### src/rtl/ibuf_wr_pkg.sv
// ibuf_wr_pkg: shared FSM type, default widths and ratio helpers for the IBUF bank writer
package ibuf_wr_pkg;
  typedef enum logic [1:0] {IDLE, RUN, DONE} wr_state_e;
  localparam int DEF_DDR_BANDWIDTH = 512;
  localparam int DEF_NUM_BANKS = 8;
  localparam int DEF_DATA_WIDTH = 8;
  localparam int DEF_ADDR_WIDTH = 10;
  localparam int DEF_LEN_WIDTH = 16;
  function automatic int ratio_of(input int bw, input int banks, input int dw);
    return bw / (banks * dw);
  endfunction
  function automatic int word_idx_w(input int ratio);
    return ratio > 1 ? $clog2(ratio) : 1;
  endfunction
endpackage

### src/rtl/ibuf_beat_holder.sv
// ibuf_beat_holder: holds one accepted DDR beat and selects word word_idx of every bank
module ibuf_beat_holder
  import ibuf_wr_pkg::*;
#(
  parameter int DDR_BANDWIDTH = DEF_DDR_BANDWIDTH,
  parameter int NUM_BANKS = DEF_NUM_BANKS,
  parameter int DATA_WIDTH = DEF_DATA_WIDTH,
  parameter int WORD_IDX_W = word_idx_w(ratio_of(DDR_BANDWIDTH, NUM_BANKS, DATA_WIDTH))
) (
  input  logic                            clk,
  input  logic                            reset_n,
  input  logic                            load_i,
  input  logic                            consume_i,
  input  logic [DDR_BANDWIDTH-1:0]        data_i,
  input  logic [WORD_IDX_W-1:0]           word_idx_i,
  output logic                            valid_o,
  output logic [NUM_BANKS*DATA_WIDTH-1:0] slice_o
);
  localparam int RATIO = ratio_of(DDR_BANDWIDTH, NUM_BANKS, DATA_WIDTH);
  logic [DDR_BANDWIDTH-1:0] data_q;
  logic                     valid_q;
  // Capture an accepted beat; a new load wins over releasing the previous one
  always_ff @(posedge clk or negedge reset_n)
    if (!reset_n) begin
      data_q  <= '0;
      valid_q <= 1'b0;
    end else if (load_i) begin
      data_q  <= data_i;
      valid_q <= 1'b1;
    end else if (consume_i) begin
      valid_q <= 1'b0;
    end
  assign valid_o = valid_q;
  for (genvar j = 0; j < NUM_BANKS; j++) begin : g_bank
    assign slice_o[j*DATA_WIDTH +: DATA_WIDTH] = data_q[(j*RATIO + int'(word_idx_i))*DATA_WIDTH +: DATA_WIDTH];
  end
endmodule

### src/rtl/ibuf_bank_writer.sv
// ibuf_bank_writer: serialises bank-major DDR beats into parallel IBUF bank writes.
// Optional IBUF_WR_PERF_CNT_EN adds perf_beats / perf_stall_cycles counters.
module ibuf_bank_writer
  import ibuf_wr_pkg::*;
#(
  parameter int DDR_BANDWIDTH = DEF_DDR_BANDWIDTH,
  parameter int NUM_BANKS = DEF_NUM_BANKS,
  parameter int DATA_WIDTH = DEF_DATA_WIDTH,
  parameter int ADDR_WIDTH = DEF_ADDR_WIDTH,
  parameter int LEN_WIDTH = DEF_LEN_WIDTH
) (
  input  logic                            clk,
  input  logic                            reset_n,
  input  logic                            start,
  input  logic [ADDR_WIDTH-1:0]           base_addr,
  input  logic [LEN_WIDTH-1:0]            num_beats,
  output logic                            busy,
  output logic                            done,
  input  logic                            in_valid,
  output logic                            in_ready,
  input  logic [DDR_BANDWIDTH-1:0]        in_data,
  output logic [NUM_BANKS-1:0]            bank_wr_en,
  output logic [ADDR_WIDTH-1:0]           bank_wr_addr,
  output logic [NUM_BANKS*DATA_WIDTH-1:0] bank_wr_data
`ifdef IBUF_WR_PERF_CNT_EN
  ,
  output logic [31:0]                     perf_beats,
  output logic [31:0]                     perf_stall_cycles
`endif
);
  localparam int RATIO = ratio_of(DDR_BANDWIDTH, NUM_BANKS, DATA_WIDTH);
  localparam int WIW = word_idx_w(RATIO);
  wr_state_e                     state_q, state_d;
  logic [LEN_WIDTH-1:0]          num_q, beats_q;
  logic [ADDR_WIDTH-1:0]         addr_q;
  logic [WIW-1:0]                widx_q;
  logic                          hold_valid, last_word, accept, consume, tile_start;
  logic [NUM_BANKS*DATA_WIDTH-1:0] slice;
  assign tile_start = state_q == IDLE && start;
  assign last_word  = widx_q == WIW'(RATIO - 1);
  assign consume    = hold_valid && last_word;
  assign in_ready   = state_q == RUN && beats_q < num_q && (!hold_valid || last_word);
  assign accept     = in_valid && in_ready;
  ibuf_beat_holder #(
    .DDR_BANDWIDTH(DDR_BANDWIDTH),
    .NUM_BANKS(NUM_BANKS),
    .DATA_WIDTH(DATA_WIDTH),
    .WORD_IDX_W(WIW)
  ) u_holder (
    .clk(clk),
    .reset_n(reset_n),
    .load_i(accept),
    .consume_i(consume),
    .data_i(in_data),
    .word_idx_i(widx_q),
    .valid_o(hold_valid),
    .slice_o(slice)
  );
  // Tile sequencing: a zero-beat tile goes straight to DONE; RUN ends after the final word
  always_comb
    state_d = state_q == IDLE ? (start ? (num_beats == '0 ? DONE : RUN) : IDLE) :
              state_q == RUN  ? (consume && beats_q == num_q ? DONE : RUN) : IDLE;
  // State, tile length, beat count, running write address and word index
  always_ff @(posedge clk or negedge reset_n)
    if (!reset_n) begin
      state_q <= IDLE;
      num_q   <= '0;
      beats_q <= '0;
      addr_q  <= '0;
      widx_q  <= '0;
    end else begin
      state_q <= state_d;
      if (tile_start) begin
        num_q   <= num_beats;
        beats_q <= '0;
        addr_q  <= base_addr;
        widx_q  <= '0;
      end else begin
        if (accept) beats_q <= beats_q + LEN_WIDTH'(1);
        if (hold_valid) begin
          addr_q <= addr_q + ADDR_WIDTH'(1);
          widx_q <= last_word ? '0 : widx_q + WIW'(1);
        end
      end
    end
  assign busy         = state_q != IDLE;
  assign done         = state_q == DONE;
  assign bank_wr_en   = {NUM_BANKS{hold_valid}};
  assign bank_wr_addr = hold_valid ? addr_q : '0;
  assign bank_wr_data = hold_valid ? slice : '0;
`ifdef IBUF_WR_PERF_CNT_EN
  logic [31:0] perf_beats_q, perf_stall_q;
  // Per-tile accepted-beat and upstream-starvation counters, saturating at all-ones
  always_ff @(posedge clk or negedge reset_n)
    if (!reset_n) begin
      perf_beats_q <= '0;
      perf_stall_q <= '0;
    end else if (tile_start) begin
      perf_beats_q <= '0;
      perf_stall_q <= '0;
    end else begin
      if (accept && ~&perf_beats_q) perf_beats_q <= perf_beats_q + 32'd1;
      if (state_q == RUN && !hold_valid && !in_valid && ~&perf_stall_q) perf_stall_q <= perf_stall_q + 32'd1;
    end
  assign perf_beats        = perf_beats_q;
  assign perf_stall_cycles = perf_stall_q;
`endif
endmodule

### config.mk
export PLATFORM = sky130hd
export DESIGN_NAME = ibuf_bank_writer
export DESIGN_NICKNAME = d
export VERILOG_FILES = /design/src/rtl/ibuf_wr_pkg.sv /design/src/rtl/ibuf_beat_holder.sv /design/src/rtl/ibuf_bank_writer.sv
export SDC_FILE = /design/constraint.sdc
export NUM_CORES = 1
export LEC_CHECK = 0
export ABC_AREA = 1
export CAP_MARGIN = 30
export CELL_PAD_IN_SITES_DETAIL_PLACEMENT = 1
export CELL_PAD_IN_SITES_GLOBAL_PLACEMENT = 2
export CORE_ASPECT_RATIO = 1.4
export CORE_MARGIN = 3
export CORE_UTILIZATION = 29
export CTS_CLUSTER_DIAMETER = 80
export DETAILED_ROUTE_END_ITERATION = 8
export PLACE_DENSITY = 0.88
export SYNTH_ARGS = -nofsm -noshare
export SYNTH_HDL_FRONTEND = slang
export SYNTH_SLANG_ARGS = --single-unit
export TNS_END_PERCENT = 100
### constraint.sdc
create_clock -name clk -period 2.3 [get_ports clk]
set_input_delay 0.575 -clock clk [delete_from_list [all_inputs] [get_ports clk]]
set_output_delay 0.575 -clock clk [all_outputs]
set_load 0.02 [all_outputs]
After elaboration in Yosys (flattened, before gate mapping)

Cells that the tools add are included.

Bits in registers: 560
Bits of input ports: 542
Output and inout bits: 85
Logic and storage cells: 60

Add/sub/neg operators: 10
$lt $le $gt $ge: 1
Eq/ne operators: 4
Shift operators: 8
Mux-type cells: 16
Reduce and logical (&&, ||, !) cells: 14

Operator list:

| operator              | count |
|---|---|
| $shiftx 512x32->8     | 7 |
| $shiftx 512x7->8      | 1 |
| $mux 64               | 1 |
| $mux 16               | 2 |
| $mux 10               | 3 |
| $add 6x3->7 const A   | 4 |
| $add 16x1->16 const B | 1 |
| $eq 16x16->1          | 1 |
| $logic_not 16->1      | 1 |
| $lt 16x16->1          | 1 |
| $add 5x3->6 const A   | 2 |
| $add 10x1->10 const B | 1 |
| $mux 2                | 5 |
| $mux 3                | 3 |
| $reduce_bool 2->1     | 4 |
| $logic_and 1x1->1     | 6 |
| $add 4x3->5 const A   | 1 |
| $add 3x1->3 const B   | 1 |
| $eq 3x3->1 const B    | 1 |
| $eq 2x1->1 const B    | 1 |
| $eq 2x2->1 const B    | 1 |
| $logic_not 2->1       | 1 |
| $mux 1                | 2 |
| $logic_not 1->1       | 1 |
| $logic_or 1x1->1      | 1 |

Depth between registers and ports, before layout

Gate-level depths: netlist of the first run.

Word-level depth: 6
Mapped depth: 16
Gate-level depth less buffers: 13

Modules after synthesis

Synthesis of the first run repeated with hierarchy kept, for this count alone.

Cell total of the unflattened synthesis: 3903
Area, all modules: 28484.8 um^2

Modules (own cells, without submodules):

| module           | times used | cells each | area each (um^2) | seq. area each (um^2) |
|---|---|---|---|---|
| ibuf_beat_holder | 1          | 3354       | 24873.9          | 12837.3 |
| ibuf_bank_writer | 1          | 549        | 3611.0           | 1176.1 |

Worst setup path after synthesis of the first run

Ideal clock, no wire load.

Path kind: reg-to-output
Start point: register widx_q[0]
End point: output port bank_wr_data[23]
Arrival time: 1.833 ns
Required time: 1.725 ns
Slack: -0.108 ns
Stages on the path, launching flop included: 9
Buffers on the path: 3
Cell sequence: dfrtp_1 -> inv_1 -> buf_2 -> buf_2 -> clkbuf_1 -> nor2_1 -> o22ai_1 -> o21ai_0 -> a31oi_1

Cells in the longest elaborated chain, start to end: 3

Ends and longest elaborated chain:

| item                   | line                   | RTL |
|---|---|---|
| from (decl)            | ibuf_bank_writer.sv:36 | `logic [WIW-1:0] widx_q;` |
| from (signal assigned) | ibuf_bank_writer.sv:82 | `widx_q <= last_word ? '0 : widx_q + WIW'(1);` |
| $add 5x3->6            | ibuf_beat_holder.sv:35 | `assign slice_o[j*DATA_WIDTH +: DATA_WIDTH] = data_q[(j*RATIO + int'(word_idx_i))*DATA_WIDTH +: DATA_WIDTH];` |
| $shiftx 512x32->8      | ibuf_beat_holder.sv:35 |  |
| $mux 64                | ibuf_bank_writer.sv:90 | `assign bank_wr_data = hold_valid ? slice : '0;` |
| to (decl)              | ibuf_bank_writer.sv:24 | `output logic [NUM_BANKS*DATA_WIDTH-1:0] bank_wr_data` |

Every way passes these cells.

Worst setup path in the final report of the first run

Start point: register widx_q[1]
End point: output port bank_wr_data[31]

The elaborated chain is that of the path after synthesis.

==> reports/summary.json, run 1 <==
{
  "drt": {
    "drtAntennaViolNets": 0,
    "drt-vias-per-instance": 4.80,
    "drt-total-wl_mm": 117,
    "route.detailed.drc": 0,
    "length_of_the_first_detailed_routing_pass_in_iterations": 5,
    "num_vias": 26800,
    "first_iter_violations": 1525,
    "routedWlPerCell_um": 21.0
  },
  "clock_tree": {
    "cts_tree": "yes",
    "clock_sinks": 560,
    "cts_made_buffers": 61,
    "cts_root_buffer": "sky130_fd_sc_hd__clkbuf_16",
    "clock_insertion_delay_worst_skew_ns": 0.64,
    "cts.clk_slew.worst_paths_ns": 0.06,
    "htree_num_levels": 2,
    "cts-root-to-sink-buffers": 3
  },
  "outcome": {
    "failing_checks": "negative setup slack",
    "result_of_the_run": "finished with violations"
  },
  "cells_and_area": {
    "multi_input_comb_area_um2": 11000,
    "fin_area_um2": 41300,
    "final_layout_size_suffix_gt1_share_pct": 17.0,
    "area.sequential_um2": 14000,
    "area.growth.synth_to_final_pct": 47.7,
    "count_of_fill_cells_added_during_filler_insertion": 11200,
    "nets": 4864
  },
  "worst_setup_path": {
    "worstPathBufferInverterCount": 5,
    "cp_data_arrival_time_ns": 2.48,
    "cp_slowest_cell": "sky130_fd_sc_hd__dfrtp_4",
    "critical_path.endpoint_type": "output pin",
    "path_max_fanout": 6,
    "setup.worst_path.start": "widx_q[1]",
    "worst_setup_path_start_kind": "flip-flop",
    "cpLargestDelayFamily": "buffers and inverters",
    "slowest_delay_ns": 0.54,
    "worst_path_most_repeated_cell": "sky130_fd_sc_hd__buf_12",
    "crit_required_ns": 1.73,
    "timing.rr.start": "widx_q[1]",
    "timing.setup.critical_path_class": "flip-flop to output pin",
    "cells_along_the_critical_path": "inv_8 -> buf_12 -> buf_12 -> buf_12 -> o21ai_4 -> o22ai_2 -> o21ai_1 -> a31oi_2 -> buf_4"
  },
  "global_route": {
    "gr-usage-all-layers_pct": 21.3,
    "antenna_found_initial": 20,
    "pin_count_of_the_biggest_net_entering_global_routing": 80,
    "grt_pass1_wl_mm": 165,
    "via_count_of_the_first_global_routing_pass": 28500,
    "globalRoute.totalOverflow": 0
  },
  "floorplan": {
    "floorplan.initialDensity_pct": 29.3,
    "ios": 627,
    "die_h_um": 373,
    "floorplan.die_area_um2": 100000,
    "placementRows": 134,
    "die_w_um": 268,
    "fp.coreArea_um2": 95400
  },
  "sta": {
    "finalSetupViolCount": 602,
    "timing.clock.skew_ns": 0.0202,
    "unrepaired_setup_endpoints_after_global_routing": "true",
    "postLayoutSetupSlackWorst_ns": -0.754,
    "finalMaxSlewViolations": 0,
    "worst_slew_margin_rel_pct": 64.5,
    "final_hold_viol_count": 0,
    "finalCriticalPeriod_ns": 3.05,
    "fmaxAchievable_ghz": 0.327,
    "worst-slew-pin-transition_ns": 0.532,
    "finalCritPeriodShare_pct": 133
  },
  "pwr": {
    "power_switching_mw": 24.0,
    "comb_power_share_pct": 51.2,
    "total_leakage_power_nw": 20.3,
    "power-per-cell-area_nw_per_um2": 1410,
    "cell_internal_pwr_mw": 34.2,
    "ir_drop_mv": 0.867,
    "switching_fraction_pct": 41.2,
    "power.sequential.fraction_pct": 29.7,
    "clock_power_share_pct": 19.1
  },
  "job": {
    "max_cap_viols": 0
  },
  "logic_synthesis": {
    "seq_area_frac_synth_pct": 50.2,
    "ys_ff_latch": 560,
    "syn-instance-count": 3538,
    "synthesis.nets": 4100,
    "synth_warnings": 0,
    "syn_avg_cell_area_um2": 7.90,
    "post_synth_num_cell_types": 35,
    "netlist_area_um2": 27900
  },
  "placement": {
    "portbufs": 626,
    "gp_routability_congestion": 0.840,
    "dp_worst_setup_slack_ns": -0.605,
    "placed_standard_cell_area_um2": 37300,
    "hpwlAfterDp_mm": 81.7
  },
  "min_path": {
    "worstHoldPathType": "primary input to async pin"
  }
}
## layout make-up
type | instances | area share [%]
Clock buffer | 78 | 4.13
Tap cell | 1224 | 3.71
Sequential cell | 560 | 34.0
Multi-Input combinational cell | 2140 | 26.5
Clock inverter | 32 | 1.25
Inverter | 597 | 5.52
Timing Repair Buffer | 942 | 24.8
Antenna cell | 12 | 0.0728
## power groups by stage
stage | Sequential [mW] | Combinational [mW] | Clock [mW]
finish | 17.3 | 29.8 | 11.1
global placement | 17.1 | 25.3 | 0
CTS | 17.2 | 26.8 | 11.4
global route | 17.7 | 32.5 | 11.7
detailed placement | 17.2 | 26.0 | 0
floorplan | 16.1 | 15.6 | 0
## cell usage after synthesis
cell type	instances	area (um^2)
sky130_fd_sc_hd__a21o_1	1	7.51
sky130_fd_sc_hd__a21oi_1	10	50.1
sky130_fd_sc_hd__a221oi_1	1	8.76
sky130_fd_sc_hd__a22o_1	1	8.76
sky130_fd_sc_hd__a22oi_1	1	7.51
sky130_fd_sc_hd__a311oi_1	1	8.76
sky130_fd_sc_hd__a31oi_1	64	400
sky130_fd_sc_hd__and2_1	2	12.5
sky130_fd_sc_hd__buf_1	52	195
sky130_fd_sc_hd__buf_2	23	115
sky130_fd_sc_hd__buf_4	9	67.6
sky130_fd_sc_hd__buf_6	66	743
sky130_fd_sc_hd__clkbuf_1	91	342
sky130_fd_sc_hd__dfrtp_1	560	14000
sky130_fd_sc_hd__ha_1	20	250
sky130_fd_sc_hd__inv_1	595	2230
sky130_fd_sc_hd__inv_2	2	7.51
sky130_fd_sc_hd__nand2_1	617	2320
sky130_fd_sc_hd__nand2_2	1	6.26
sky130_fd_sc_hd__nand3_1	32	160
sky130_fd_sc_hd__nand3_2	1	10.0
sky130_fd_sc_hd__nand3b_1	1	7.51
sky130_fd_sc_hd__nand4_1	24	150
sky130_fd_sc_hd__nor2_1	421	1580
sky130_fd_sc_hd__nor2_2	1	6.26
sky130_fd_sc_hd__nor2_4	1	11.3
sky130_fd_sc_hd__nor3_1	5	25.0
sky130_fd_sc_hd__o21ai_0	345	1730
sky130_fd_sc_hd__o21ai_1	409	2050
sky130_fd_sc_hd__o21ai_2	102	893
sky130_fd_sc_hd__o21bai_1	1	7.51
sky130_fd_sc_hd__o22ai_1	65	407
sky130_fd_sc_hd__o31ai_1	1	7.51
sky130_fd_sc_hd__xnor2_1	1	8.76
sky130_fd_sc_hd__xor2_1	11	96.3
## layout by cell type, fill, tap and decap left out, types with 7 or more instances in the layout
cell,instances
sky130_fd_sc_hd__a21oi_1,10
sky130_fd_sc_hd__a31oi_2,63
sky130_fd_sc_hd__buf_12,67
sky130_fd_sc_hd__buf_16,16
sky130_fd_sc_hd__buf_4,235
sky130_fd_sc_hd__buf_6,32
sky130_fd_sc_hd__buf_8,7
sky130_fd_sc_hd__bufinv_16,13
sky130_fd_sc_hd__clkbuf_1,8
sky130_fd_sc_hd__clkbuf_16,86
sky130_fd_sc_hd__clkbuf_8,7
sky130_fd_sc_hd__clkdlybuf4s50_1,548
sky130_fd_sc_hd__clkinv_2,12
sky130_fd_sc_hd__dfrtp_1,557
sky130_fd_sc_hd__diode_2,12
sky130_fd_sc_hd__dlymetal6s2s_1,7
sky130_fd_sc_hd__ha_1,18
sky130_fd_sc_hd__inv_1,592
sky130_fd_sc_hd__nand2_1,615
sky130_fd_sc_hd__nand3_1,31
sky130_fd_sc_hd__nand4_1,24
sky130_fd_sc_hd__nor2_1,401
sky130_fd_sc_hd__nor2_2,18
sky130_fd_sc_hd__o21ai_0,197
sky130_fd_sc_hd__o21ai_1,528
sky130_fd_sc_hd__o21ai_2,129
sky130_fd_sc_hd__o22ai_1,48
sky130_fd_sc_hd__o22ai_2,17
sky130_fd_sc_hd__xor2_1,11
## cells by family after synthesis
logic type | count (synthesis) | synth area share (%)
and+or+nand+nor | 1106 | 15.3
AOI/OAI and AO/OA | 1002 | 20.0
buffers and inverters | 838 | 13.3
DFF | 560 | 50.2
adders and majority gates | 20 | 0.896
xor gates and xnor gates | 12 | 0.376
## worst paths after layout
kind                                        end  slack, ns  cells after the start
setup / recovery               bank_wr_data[31]      -0.75                      9
hold / removal             u_holder.data_q[473]       0.48                      2
setup reg to reg           u_holder.data_q[364]      -0.38                     16
hold reg to reg            u_holder.data_q[409]       0.48                      2
max in group asynchronous  u_holder.data_q[149]       0.93                      3
min in group clk            u_holder.data_q[47]       0.48                      3
## through the flow
| stage | instances | util, % | setup TNS [ns] | total power [mW] | hold WS [ns] |
|---|---|---|---|---|---|
| floorplan | 3538 | - | -0.547 | 31.6 | 0.279 |
| global placement | 5386 | 39.1 | -142.49 | 42.5 | 0.461 |
| detailed placement | 5386 | 39.1 | -152.35 | 43.2 | 0.470 |
| CTS | 5507 | 41.6 | -213.78 | 55.3 | 0.416 |
| global route | 5576 | 43.2 | -254.86 | 61.9 | 0.456 |
| finish | 5585 | 43.3 | -189.60 | 58.2 | 0.479 |
## registers in the layout, summed over array words and instances, names as in the netlist
signal and count:
beats_q 16, u_holder.data_q 512, num_q 16, addr_q 10
u_holder.valid_o 1, state_q 2, widx_q 3
## routing by layer
metal,wire length (um),part of all wire [%],track usage [%],up-vias
met5,58,0.049,0,-
met3,5490,4.7,3.53,187
met4,4180,3.6,8.12,8
li1,-,-,-,12700
met1,47500,40,25.2,13200
met2,60100,51,38.4,699
## repair_timing
item                                    in CTS  in global routing
setup buffers                                4                 43
gates cloned                                 6                 28
hold endpoints to repair                    30                  0
hold buffers                                 1                  0
resized for setup                          384                265
endpoints found under the setup margin     614                614
pin swaps                                    7                 47
## worst reg2reg max path, cell delays in order, from the launching register on
cell	delay, ns
sky130_fd_sc_hd__dfrtp_4	0.50
sky130_fd_sc_hd__buf_6	0.13
sky130_fd_sc_hd__ha_2	0.17
sky130_fd_sc_hd__ha_2	0.17
sky130_fd_sc_hd__inv_2	0.04
sky130_fd_sc_hd__nand2_2	0.08
sky130_fd_sc_hd__and2_4	0.15
sky130_fd_sc_hd__nand3_2	0.09
sky130_fd_sc_hd__nor2_4	0.10
sky130_fd_sc_hd__buf_4	0.12
sky130_fd_sc_hd__buf_12	0.12
sky130_fd_sc_hd__nand3_4	0.15
sky130_fd_sc_hd__buf_12	0.18
sky130_fd_sc_hd__clkbuf_16	0.18
sky130_fd_sc_hd__buf_16	0.21
sky130_fd_sc_hd__nand2_1	0.13
sky130_fd_sc_hd__o21ai_2	0.06
No activity file was read; power rests on OpenSTA's default activity.
==> run 2: changes to the inputs <==
--- a/config.mk
+++ b/config.mk
@@ -6,15 +6,14 @@
 export NUM_CORES = 1
 export LEC_CHECK = 0
 export ABC_AREA = 1
-export CAP_MARGIN = 30
 export CELL_PAD_IN_SITES_DETAIL_PLACEMENT = 1
 export CELL_PAD_IN_SITES_GLOBAL_PLACEMENT = 2
 export CORE_ASPECT_RATIO = 1.4
 export CORE_MARGIN = 3
-export CORE_UTILIZATION = 29
+export CORE_UTILIZATION = 27
 export CTS_CLUSTER_DIAMETER = 80
 export DETAILED_ROUTE_END_ITERATION = 8
-export PLACE_DENSITY = 0.88
+export PLACE_DENSITY = 0.84
 export SYNTH_ARGS = -nofsm -noshare
 export SYNTH_HDL_FRONTEND = slang
 export SYNTH_SLANG_ARGS = --single-unit
==> run 2 against run 1 <==
Compared with the run above: the flow still finishes with violations (negative setup slack); routed wire length increased by 1.9%; total power grew 2.4%; non-clock buffer count decreased by 12; combinational power is 3% higher; global-route usage is 0.42 points lower; cell count increased by 2.3%; sequential power is essentially flat; die area is 7.3% higher; via count shrank 0.24%; critical path depth did not move; worst hold slack better by 0.0012 ns; critical endpoint is now bank_wr_data[37]; largest cell class unchanged.
==> reports/summary.json, run 2 (same netlist as run 1, synthesis figures left out) <==
{
  "floorplan": {
    "floorplan.die_area": {"value": 107000, "unit": "um^2", "change": "was 100000 um^2"},
    "die_w": {"value": 278, "unit": "um", "change": "was 268 um"},
    "ios": {"value": 627, "change": "unchanged"},
    "die_h": {"value": 387, "unit": "um", "change": "was 373 um"},
    "floorplan.initialDensity": {"value": 27.2, "unit": "%", "change": "was 29.3%"},
    "placementRows": {"value": 139, "change": "was 134"},
    "fp.coreArea": {"value": 103000, "unit": "um^2", "change": "was 95400 um^2"}
  },
  "sta": {
    "finalCritPeriodShare": {"value": 134, "unit": "%", "change": "was 133%"},
    "postLayoutSetupSlackWorst": {"value": -0.793, "unit": "ns", "change": "was -0.754 ns"},
    "unrepaired_setup_endpoints_after_global_routing": {"value": "true", "change": "unchanged"},
    "finalSetupViolCount": {"value": 610, "change": "was 602"},
    "finalCriticalPeriod": {"value": 3.09, "unit": "ns", "change": "was 3.05 ns"},
    "fmaxAchievable": {"value": 0.323, "unit": "GHz", "change": "was 0.327 GHz"},
    "finalMaxSlewViolations": {"value": 0, "change": "unchanged"},
    "tns": {"value": -262.41, "unit": "ns", "change": "was -189.60 ns"},
    "worst-slew-pin-transition": {"value": 0.494, "unit": "ns", "change": "was 0.532 ns"},
    "worst_slew_margin_rel": {"value": 67.1, "unit": "%", "change": "was 64.5%"},
    "final_hold_viol_count": {"value": 0, "change": "unchanged"},
    "timing.clock.skew": {"value": 0.0210, "unit": "ns", "change": "was 0.0202 ns"}
  },
  "pwr": {
    "power-per-cell-area": {"value": 1420, "unit": "nW/um^2", "change": "was 1410 nW/um^2"},
    "ir_drop": {"value": 0.638, "unit": "mV", "change": "was 0.867 mV"},
    "cell_internal_pwr": {"value": 35.0, "unit": "mW", "change": "was 34.2 mW"},
    "clock_power_share": {"value": 19.0, "unit": "%", "change": "was 19.1%"},
    "comb_power_share": {"value": 51.7, "unit": "%", "change": "was 51.2%"},
    "total_leakage_power": {"value": 20.5, "unit": "nW", "change": "was 20.3 nW"},
    "power_switching": {"value": 24.6, "unit": "mW", "change": "was 24.0 mW"},
    "switching_fraction": {"value": 41.3, "unit": "%", "change": "was 41.2%"},
    "power.sequential.fraction": {"value": 29.3, "unit": "%", "change": "was 29.7%"}
  },
  "clock_tree": {
    "cts-root-to-sink-buffers": {"value": 3, "change": "unchanged"},
    "clock_sinks": {"value": 560, "change": "unchanged"},
    "cts.clk_slew.worst_paths": {"value": 0.06, "unit": "ns", "change": "about the same"},
    "clock_insertion_delay_worst_skew": {"value": 0.63, "unit": "ns", "change": "was 0.64 ns"},
    "htree_num_levels": {"value": 3, "change": "was 2"},
    "cts_made_buffers": {"value": 67, "change": "was 61"},
    "cts_root_buffer": {"value": "sky130_fd_sc_hd__clkbuf_16", "change": "unchanged"},
    "cts_tree": {"value": "yes", "change": "unchanged"}
  },
  "cells_and_area": {
    "final-instance-count-excl-fill": {"value": 5712, "change": "was 5585"},
    "nets": {"value": 4859, "change": "was 4864"},
    "final_layout_size_suffix_gt1_share": {"value": 18.4, "unit": "%", "change": "was 17.0%"},
    "final_cell_mix": {"value": "610 x sky130_fd_sc_hd__nand2_1, 589 x sky130_fd_sc_hd__inv_1, 557 x sky130_fd_sc_hd__dfrtp_1", "change": "was 615 x sky130_fd_sc_hd__nand2_1, 592 x sky130_fd_sc_hd__inv_1, 557 x sky130_fd_sc_hd__dfrtp_1"},
    "top_regs": {"value": "u_holder.data_q: 512 flops, beats_q: 16 flops, num_q: 16 flops", "change": "unchanged"},
    "layout_commonest_cell": {"value": "sky130_fd_sc_hd__nand2_1", "change": "unchanged"},
    "count_of_fill_cells_added_during_filler_insertion": {"value": 12000, "change": "was 11200"},
    "multi_input_comb_area": {"value": 11200, "unit": "um^2", "change": "was 11000 um^2"},
    "register_with_the_most_flip_flops": {"value": "u_holder.data_q", "change": "unchanged"},
    "number_of_flip_flops_in_the_largest_register": {"value": 512, "change": "unchanged"},
    "post-route-util": {"value": 41.0, "unit": "%", "change": "was 43.3%"},
    "area.sequential": {"value": 14000, "unit": "um^2", "change": "unchanged"},
    "area.growth.synth_to_final": {"value": 50.6, "unit": "%", "change": "was 47.7%"}
  },
  "placement": {
    "dp_worst_setup_slack": {"value": -0.655, "unit": "ns", "change": "was -0.605 ns"},
    "place_inst": {"value": 5467, "change": "was 5386"},
    "gp_routability_congestion": {"value": 0.842, "change": "was 0.840"},
    "portbufs": {"value": 626, "change": "unchanged"},
    "hpwlAfterDp": {"value": 83.5, "unit": "mm", "change": "was 81.7 mm"}
  },
  "drt": {
    "length_of_the_first_detailed_routing_pass_in_iterations": {"value": 6, "change": "was 5"},
    "num_vias": {"value": 26700, "change": "was 26800"},
    "routedWlPerCell": {"value": 20.9, "unit": "um", "change": "was 21.0 um"},
    "drtAntennaViolNets": {"value": 0, "change": "unchanged"},
    "first_iter_violations": {"value": 1713, "change": "was 1525"},
    "drt-vias-per-instance": {"value": 4.68, "change": "was 4.80"},
    "drt-total-wl": {"value": 120, "unit": "mm", "change": "was 117 mm"},
    "route.detailed.drc": {"value": 0, "change": "unchanged"}
  },
  "worst_setup_path": {
    "timing.setup.critical_path_class": {"value": "flip-flop to output pin", "change": "unchanged"},
    "crit_required": {"value": 1.73, "unit": "ns", "change": "about the same"},
    "worst_r2r_path_depth": {"value": 17, "change": "was 16"},
    "worst_setup_path_start_kind": {"value": "flip-flop", "change": "unchanged"},
    "path_max_fanout": {"value": 9, "change": "was 6"},
    "critical_path.endpoint_type": {"value": "output pin", "change": "unchanged"},
    "cp_data_arrival_time": {"value": 2.52, "unit": "ns", "change": "was 2.48 ns"}
  },
  "job": {
    "max_cap_viols": {"value": 0, "change": "unchanged"}
  },
  "global_route": {
    "via_count_of_the_first_global_routing_pass": {"value": 28100, "change": "was 28500"},
    "grt_pass1_wl": {"value": 172, "unit": "mm", "change": "was 165 mm"},
    "globalRoute.totalOverflow": {"value": 0, "change": "unchanged"},
    "gr-usage-all-layers": {"value": 20.9, "unit": "%", "change": "was 21.3%"},
    "pin_count_of_the_biggest_net_entering_global_routing": {"value": 73, "change": "was 80"},
    "antenna_found_initial": {"value": 41, "change": "was 20"}
  },
  "min_path": {
    "worstHoldPathType": {"value": "flip-flop to flip-flop", "change": "was primary input to async pin"},
    "worst_hold_path.num_cells": 2
  },
  "outcome": {
    "failing_checks": {"value": "negative setup slack", "change": "unchanged"},
    "result_of_the_run": {"value": "finished with violations", "change": "unchanged"}
  }
}
==> run 2: changes by cell type in the layout (fill, tap and decap cells not counted), moves of 16 or more <==
| cell | change |
|---|---|
| sky130_fd_sc_hd__buf_6 | +18 |
| sky130_fd_sc_hd__buf_4 | -41 |
| sky130_fd_sc_hd__nor2_1 | -19 |
| sky130_fd_sc_hd__o21ai_2 | +19 |
| sky130_fd_sc_hd__buf_8 | +16 |
| sky130_fd_sc_hd__o21ai_0 | -18 |
==> run 2: path summary, 6_finish.rpt <==
kind	startpoint	end	slack, ns
worst max-delay path	widx_q[0]	bank_wr_data[37]	-0.79
worst min-delay path	u_holder.data_q[344]	u_holder.data_q[344]	0.48
worst max register to register	widx_q[0]	u_holder.data_q[178]	-0.51
worst min register to register	u_holder.data_q[344]	u_holder.data_q[344]	0.48
max in group asynchronous	reset_n	u_holder.data_q[456]	0.92
min in group asynchronous	reset_n	u_holder.data_q[393]	0.49
==> run 2: power groups by stage <==
stage	Combinational, mW	Sequential [mW]	Clock (mW)
floorplan	15.6	16.1	0
global placement	25.2	17.2	0
detailed placement	25.7	17.3	0
CTS	28.3	17.2	11.6
global route	33.6	17.9	12.0
finish	30.8	17.4	11.3
==> run 2: layer usage <==
metal | vias to the layer above | routed length [um] | share of wire [%] | track usage, %
li1 | 12800 | - | - | -
met1 | 13000 | 49300 | 41 | 25.3
met2 | 715 | 59100 | 49 | 36.0
met3 | 197 | 6810 | 5.7 | 4.68
met4 | 20 | 4200 | 3.5 | 8.55
met5 | - | 137 | 0.11 | 0
==> run 2: critical path, cell delays in order, from the launching register on <==
cell and delay, ns:
sky130_fd_sc_hd__dfrtp_4 0.56, sky130_fd_sc_hd__clkinv_8 0.12, sky130_fd_sc_hd__buf_16 0.16, sky130_fd_sc_hd__buf_12 0.17, sky130_fd_sc_hd__buf_8 0.14, sky130_fd_sc_hd__o21ai_0 0.08, sky130_fd_sc_hd__o22ai_1 0.17, sky130_fd_sc_hd__o21ai_2 0.10
sky130_fd_sc_hd__a31oi_2 0.21, sky130_fd_sc_hd__buf_4 0.18
==> run 2: layout make-up <==
cell class                      instances  area share (%)
Sequential cell                       560            33.3
Inverter                              597            5.39
Clock buffer                           95            4.65
Multi-Input combinational cell       2140            26.7
Antenna cell                           26           0.155
Timing Repair Buffer                  930            24.9
Tap cell                             1339            3.98
Timing Repair inverter                  1          0.0268
Clock inverter                         24           0.821
==> run 2: stage by stage <==
stage / cell area [um^2] / total power [mW] / hold slack [ns]
global route: 42000 / 63.5 / 0.470
finish: 42100 / 59.5 / 0.480
global placement: 37100 / 42.4 / 0.459
detailed placement: 37100 / 43.0 / 0.470
floorplan: 28300 / 31.6 / 0.279
CTS: 40500 / 57.2 / 0.442
==> run 2: repair_timing <==
action | CTS | global route
pin swaps | 36 | 60
buffers inserted | 28 | 32
setup endpoints to repair | 614 | 619
hold buffers | 1 | 0
endpoints found under the hold margin | 23 | 0
gates cloned | 16 | 26
resized for setup | 613 | 252
==> run 3: changes to the inputs <==
--- a/config.mk
+++ b/config.mk
@@ -10,10 +10,10 @@
 export CELL_PAD_IN_SITES_GLOBAL_PLACEMENT = 2
 export CORE_ASPECT_RATIO = 1.4
 export CORE_MARGIN = 3
-export CORE_UTILIZATION = 27
+export CORE_UTILIZATION = 29
 export CTS_CLUSTER_DIAMETER = 80
 export DETAILED_ROUTE_END_ITERATION = 8
-export PLACE_DENSITY = 0.84
+export PLACE_DENSITY = 0.88
 export SYNTH_ARGS = -nofsm -noshare
 export SYNTH_HDL_FRONTEND = slang
 export SYNTH_SLANG_ARGS = --single-unit
==> results of run 3 <==
Same layout as run 1: the final DEF is identical, and so are final timing and power.
